[src/rtl/pb_conditioner.sv]
`default_nettype none
// ============================================================================
//  Module      : pb_conditioner
//  Description : Multi-channel push-button conditioner. Each channel passes
//                its raw button through an optional inversion and a
//                SYNC_STAGES-deep synchroniser, then debounces the result.
//                It produces a debounced level, one-cycle press and release
//                pulses, and an auto-repeat pulse train while the button is
//                held.
//
//  Ports       : clk        - single clock, rising edge
//                rst_n      - synchronous active-low reset
//                pb         - [N] raw asynchronous button inputs
//                repeat_en  - global auto-repeat enable
//                pb_level   - [N] debounced level (1 = pressed)
//                pb_press   - [N] one-cycle pulse on debounced 0->1
//                pb_release - [N] one-cycle pulse on debounced 1->0
//                pb_repeat  - [N] one-cycle auto-repeat pulse while held
//                any_press  - OR of pb_press, same cycle
//
//  Revision    : 1.0 - initial release
// ============================================================================
module pb_conditioner #(
    parameter int N               = 5,
    parameter int SYNC_STAGES     = 2,
    parameter int DEBOUNCE_CYCLES = 16,
    parameter int REPEAT_DELAY    = 64,
    parameter int REPEAT_PERIOD   = 16,
    parameter int ACTIVE_LOW      = 0
) (
    input  logic         clk,
    input  logic         rst_n,
    input  logic [N-1:0] pb,
    input  logic         repeat_en,
    output logic [N-1:0] pb_level,
    output logic [N-1:0] pb_press,
    output logic [N-1:0] pb_release,
    output logic [N-1:0] pb_repeat,
    output logic         any_press
);

    localparam int c_db_w      = $clog2(DEBOUNCE_CYCLES) + 1;
    localparam int c_tmr_max   = (REPEAT_DELAY > REPEAT_PERIOD) ? REPEAT_DELAY : REPEAT_PERIOD;
    localparam int c_tmr_w     = $clog2(c_tmr_max) + 1;

    localparam logic [c_db_w-1:0]  c_db_last     = c_db_w'(DEBOUNCE_CYCLES - 1);
    localparam logic [c_tmr_w-1:0] c_delay_last  = c_tmr_w'(REPEAT_DELAY - 1);
    localparam logic [c_tmr_w-1:0] c_period_last = c_tmr_w'(REPEAT_PERIOD - 1);

    // Repeat FSM encoding
    localparam logic [1:0] c_st_idle   = 2'd0;
    localparam logic [1:0] c_st_delay  = 2'd1;
    localparam logic [1:0] c_st_repeat = 2'd2;

    // Inversion happens before the synchroniser so that reset (all flops 0)
    // always means "not pressed", whatever the button polarity.
    logic [N-1:0] w_pb_in;
    logic [N-1:0] w_press_nxt;
    logic         r_any_press;

    assign w_pb_in = (ACTIVE_LOW != 0) ? ~pb : pb;

    generate
        for (genvar i = 0; i < N; i++) begin : g_ch
            logic [SYNC_STAGES-1:0] r_sync;
            logic [c_db_w-1:0]      r_db_cnt;
            logic                   r_level;
            logic                   r_press;
            logic                   r_release;
            logic                   r_repeat;
            logic [1:0]             r_state;
            logic [c_tmr_w-1:0]     r_tmr;

            logic w_sync;
            logic w_diff;
            logic w_toggle;
            logic w_level_nxt;

            assign w_sync      = r_sync[SYNC_STAGES-1];
            assign w_diff      = w_sync ^ r_level;
            // Level flips on the edge where the mismatch has been seen for
            // DEBOUNCE_CYCLES consecutive edges.
            assign w_toggle    = w_diff && (r_db_cnt == c_db_last);
            assign w_level_nxt = r_level ^ w_toggle;

            assign w_press_nxt[i] = w_toggle & ~r_level;

            always_ff @(posedge clk) begin
                if (!rst_n) begin
                    r_sync    <= '0;
                    r_db_cnt  <= '0;
                    r_level   <= 1'b0;
                    r_press   <= 1'b0;
                    r_release <= 1'b0;
                    r_repeat  <= 1'b0;
                    r_state   <= c_st_idle;
                    r_tmr     <= '0;
                end else begin
                    r_sync <= {r_sync[SYNC_STAGES-2:0], w_pb_in[i]};

                    // Any agreement between input and level restarts the count,
                    // so a glitch shorter than the debounce window is ignored.
                    if (!w_diff || w_toggle) begin
                        r_db_cnt <= '0;
                    end else begin
                        r_db_cnt <= r_db_cnt + 1'b1;
                    end

                    r_level   <= w_level_nxt;
                    r_press   <= w_toggle & ~r_level;
                    r_release <= w_toggle & r_level;

                    // The FSM looks at the next level so that the release edge
                    // itself aborts repeating and can never carry a repeat pulse.
                    r_repeat <= 1'b0;
                    case (r_state)
                        c_st_idle: begin
                            // Covers both a fresh press with repeat enabled and
                            // repeat_en rising while the button is already held.
                            if (w_level_nxt && repeat_en) begin
                                r_state <= c_st_delay;
                                r_tmr   <= '0;
                            end
                        end
                        c_st_delay: begin
                            if (!w_level_nxt || !repeat_en) begin
                                r_state <= c_st_idle;
                                r_tmr   <= '0;
                            end else if (r_tmr == c_delay_last) begin
                                r_repeat <= 1'b1;
                                r_state  <= c_st_repeat;
                                r_tmr    <= '0;
                            end else begin
                                r_tmr <= r_tmr + 1'b1;
                            end
                        end
                        c_st_repeat: begin
                            if (!w_level_nxt || !repeat_en) begin
                                r_state <= c_st_idle;
                                r_tmr   <= '0;
                            end else if (r_tmr == c_period_last) begin
                                r_repeat <= 1'b1;
                                r_tmr    <= '0;
                            end else begin
                                r_tmr <= r_tmr + 1'b1;
                            end
                        end
                        default: begin
                            r_state <= c_st_idle;
                            r_tmr   <= '0;
                        end
                    endcase
                end
            end

            assign pb_level[i]   = r_level;
            assign pb_press[i]   = r_press;
            assign pb_release[i] = r_release;
            assign pb_repeat[i]  = r_repeat;
        end
    endgenerate

    // Registered from the same next-state term as pb_press so both line up.
    always_ff @(posedge clk) begin
        if (!rst_n) begin
            r_any_press <= 1'b0;
        end else begin
            r_any_press <= |w_press_nxt;
        end
    end

    assign any_press = r_any_press;

endmodule
`default_nettype wire

[config.mk]
export PLATFORM = sky130hd
export DESIGN_NAME = pb_conditioner
export DESIGN_NICKNAME = d
export VERILOG_FILES = /design/src/rtl/pb_conditioner.sv
export SDC_FILE = /design/constraint.sdc
export NUM_CORES = 1
export LEC_CHECK = 0
export BUFFER_PORTS_ARGS = -buffer_cell sky130_fd_sc_hd__buf_2
export CAP_MARGIN = 5
export CORE_UTILIZATION = 30
export DETAILED_ROUTE_END_ITERATION = 7
export PLACE_DENSITY = 0.54
export SYNTH_ARGS = -nofsm -noshare
export SYNTH_HDL_FRONTEND = slang
export SYNTH_SLANG_ARGS = --single-unit
[constraint.sdc]
create_clock -name clk -period 2.32 [get_ports clk]
set_input_delay 0.58 -clock clk [delete_from_list [all_inputs] [get_ports clk]]
set_output_delay 0.58 -clock clk [all_outputs]
set_load 0.01 [all_outputs]
==> impl_metrics.tcl <==
set metrics [dict create \
    syn_nets 562 \
    power_frac_seq_pct 52.2 \
    pwr-share-clk_pct 45.7 \
    numCtsBuffers 9 \
    ff2ff_setup_slack_ns 0.15 \
    crit_fanout 5 \
    fin_worst_skew_ns 0.01046 \
    routed.top_layer "met4" \
    status "completed" \
    grt_pass1_wl_um 15790 \
    viasPerCell 4.795 \
    p_sw_uw 716.8 \
    cp-end-kind "flip-flop" \
    worst_pin_slew_ns 0.4253 \
    gp_congestion 0.7786 \
    startpoint_type "flip-flop" \
    fin_crit_sh_pct 93.61 \
    grt_overflow_total 0 \
    fp.dieW_um 127.9 \
    cts.sinks 101 \
    ys.flop_type "dfxtp_1" \
    syn_inst 524 \
    antenna_found_initial 0 \
    grt_max_degree 17 \
    clk_pin_slew_ns 0.07 \
    cts_setup_buffers 0 \
    ys_seq_area_share_pct 42.49 \
    clock-root-buffer "clkbuf_16" \
    crit_required_ns 2.60 \
    drc 0 \
    nets 583 \
    place_ws_ns 0.09860 \
    place_hpwl_um 6853 \
    dr.first_iter.drc_count 164 \
    p_per_area_nw_per_um2 622.7 \
    min-delay-start "g_ch[4].r_sync[0]$_SDFF_PN0_" \
    ant_nets 0 \
    htreeDepth 3 \
    relSlewSlack_pct 71.55 \
    fin_crit_ns 2.172 \
    vias 3649 \
    num_antenna_cells 0 \
    wl_met1_um 4614 \
    rsz0062_at_grt "no" \
    peakVddDrop_v 0.0003874 \
    initial_core_util_pct 31.07 \
    wl_um 9347 \
    fmax_ghz 0.4604 \
    ys_seq_elements 101 \
    fin_setup_tns_ns 0 \
    r2r-end "g_ch[1].r_tmr[4]$_SDFFE_PN0P_" \
    met3_length_um 360 \
    num_rows 45 \
    slew_viol_final 0 \
    grt_usage_pct 12.23 \
    synthesis.area_sq_um 4758 \
    yosys_warnings 0 \
    cts_tree "built" \
    multi_input_area_sq_um 2461 \
    hold_viol 0 \
    met2_length_um 4154 \
    io_pins 29 \
    clockBufferDepth 2 \
    clk_latency_ns 0.35 \
    async_flop_share_pct 0 \
    syn_area_per_cell_sq_um 9.081 \
    maxCapViolCount 0 \
    r2r_start "g_ch[1].r_db_cnt[0]$_SDFF_PP0_" \
    worst_slack_ns 0.1482 \
    power.internal_uw 2637 \
    finalSetupViolations 0 \
    r2r_cells 8 \
    portBuffers 28 \
    die-area_sq_um 16370 \
    grt_pass1_vias 3371 \
    hold_path_depth 1 \
    dr.pass1.iters 4 \
    path_class "reg2reg" \
    sw_frac_of_total_pct 21.37 \
    area_growth_pct 13.20 \
    synth-edff-count 0 \
    regArea_sq_um 2022 \
    hp-class "reg2reg" \
    arrival_ns 2.45 \
    routedWlPerCell_um 12.28 \
    drive_gt1_share_pct 13.64 \
    synth.distinct_cells 57 \
    fillers 1574 \
    fp.coreArea_sq_um 15310 \
    combPwrFrac_pct 2.0 \
    power_leakage_uw 0.001949 \
    holdBufCountCts 0 \
    die_y_um 127.9 \
    min_to "g_ch[4].r_sync[1]$_SDFF_PN0_" \
]
## flip-flops by register name (all words and copies together), names as in the netlist
name and cells:
g_ch.r_db_cnt 25, g_ch.r_tmr 35, g_ch.r_level 5, g_ch.r_sync 10
g_ch.r_repeat 5, g_ch.r_release 5, g_ch.r_press 5, g_ch.r_state 10
any_press 1
## synthesized netlist by cell type, types with 4 or more instances
cell type | count | share of area, %
dfxtp_1 | 101 | 42
nor2_1 | 61 | 4.8
nand2_1 | 39 | 3.1
ha_1 | 30 | 7.9
inv_1 | 26 | 2.1
nand3_1 | 24 | 2.5
buf_4 | 20 | 3.2
a21oi_1 | 18 | 1.9
xnor2_1 | 17 | 3.1
o21ai_0 | 14 | 1.5
and2_1 | 13 | 1.7
nor3_1 | 13 | 1.4
or3_1 | 12 | 1.6
and3_1 | 11 | 1.4
xor2_1 | 11 | 2.0
a31oi_1 | 10 | 1.3
nor3b_1 | 10 | 1.6
nand3b_1 | 9 | 1.4
clkbuf_1 | 7 | 0.55
mux2i_1 | 7 | 1.5
a211oi_1 | 5 | 0.79
a22oi_1 | 4 | 0.63
nand4_1 | 4 | 0.53
## timing repair
action	CTS	global route
setup endpoints to repair	0	15
endpoints found under the hold margin	0	0
resized for setup	0	6
## cell families after synthesis
family                   after synthesis  share of synthesized area, %
AND/OR/NAND/NOR                      210                         22.67
flip-flops                           101                         42.49
AO/OA/AOI/OAI                         85                         12.62
buffers and inverters                 58                         6.363
adder cells (fa/ha/maj)               30                         7.889
XOR/XNOR                              28                         5.154
multiplexers                          12                         2.814
## final cells by class
cell class	instances	share of cell area [%]
clock inverter	5	1.069
timing repair buffer	41	4.413
tap	211	4.901
sequential	101	37.54
inverter	27	1.882
clock buffer	11	4.506
multi-input combinational	365	45.69
## placed cells by master, fill, tap and decap left out, types with 4 or more instances in the layout
cell type,n
dfxtp_1,101
nor2_1,61
buf_4,13
clkbuf_16,9
inv_1,26
mux2i_1,5
and2_1,13
xnor2_1,17
nand4_1,4
nand3_1,24
a211oi_1,5
or3_1,11
ha_1,28
a22oi_1,4
buf_2,28
a21oi_1,18
nand3b_1,9
nor3_1,13
o21ai_0,14
nand2_1,39
a31oi_1,10
nor3b_1,10
and3_1,11
xor2_1,11
## power groups by stage
stage | Sequential, uW | Combinational [uW] | Clock [uW]
2_1_floorplan | 1790 | 39.3 | 0
3_3_place_gp | 1790 | 68.8 | 0
3_5_place_dp | 1790 | 70.4 | 0
4_1_cts | 1750 | 70.6 | 1580
5_1_grt | 1750 | 76.4 | 1660
6_report | 1750 | 68.4 | 1530
## critical path: stages, from the launching register on
cell     delay [ns]
dfxtp_1        0.33
ha_1           0.22
and3_1         0.19
ha_1           0.26
mux2_4         0.27
nand4_4        0.13
nor3_1         0.36
o21ai_0        0.16
a31oi_1        0.18
## worst max-delay path by stage
stage / slack [ns] / start / endpoint
global placement: 0.18 / g_ch[0].r_db_cnt[0]$_SDFF_PP0_ / g_ch[0].r_tmr[0]$_SDFFE_PN0P_
global route: 0.02 / g_ch[3].r_db_cnt[0]$_SDFF_PP0_ / g_ch[3].r_tmr[0]$_SDFFE_PN0P_
finish: 0.15 / g_ch[1].r_db_cnt[0]$_SDFF_PP0_ / g_ch[1].r_tmr[4]$_SDFFE_PN0P_
detailed placement: 0.1 / g_ch[3].r_db_cnt[0]$_SDFF_PP0_ / g_ch[3].r_tmr[6]$_SDFFE_PN0P_
CTS: 0.09 / g_ch[3].r_db_cnt[0]$_SDFF_PP0_ / g_ch[3].r_tmr[3]$_SDFFE_PN0P_
floorplan: 0.29 / g_ch[2].r_db_cnt[0]$_SDFF_PP0_ / g_ch[2].r_state[1]$_SDFFE_PN0P_
## metrics by stage
| stage | hold slack, ns | power, uW | area (sq um) | std cells | util (%) |
|---|---|---|---|---|---|
| final | 0.4259 | 3354 | 5386 | 761 | 35.17 |
| after CTS | 0.4208 | 3399 | 5359 | 761 | 34.99 |
| after floorplan | 0.4119 | 1829 | 4758 | 524 | - |
| after detailed placement | 0.4242 | 1862 | 5059 | 745 | 33.03 |
| after global placement | 0.4210 | 1860 | 5059 | 745 | 33.03 |
| after global routing | 0.4312 | 3484 | 5386 | 761 | 35.17 |
## layer usage
layer	track usage, %	vias to the layer above
li1	-	1858
met1	15.20	1717
met2	19.25	60
met3	3.255	14
met4	6.644	0
met5	0	-
No activity file was read; power rests on OpenSTA's default activity.
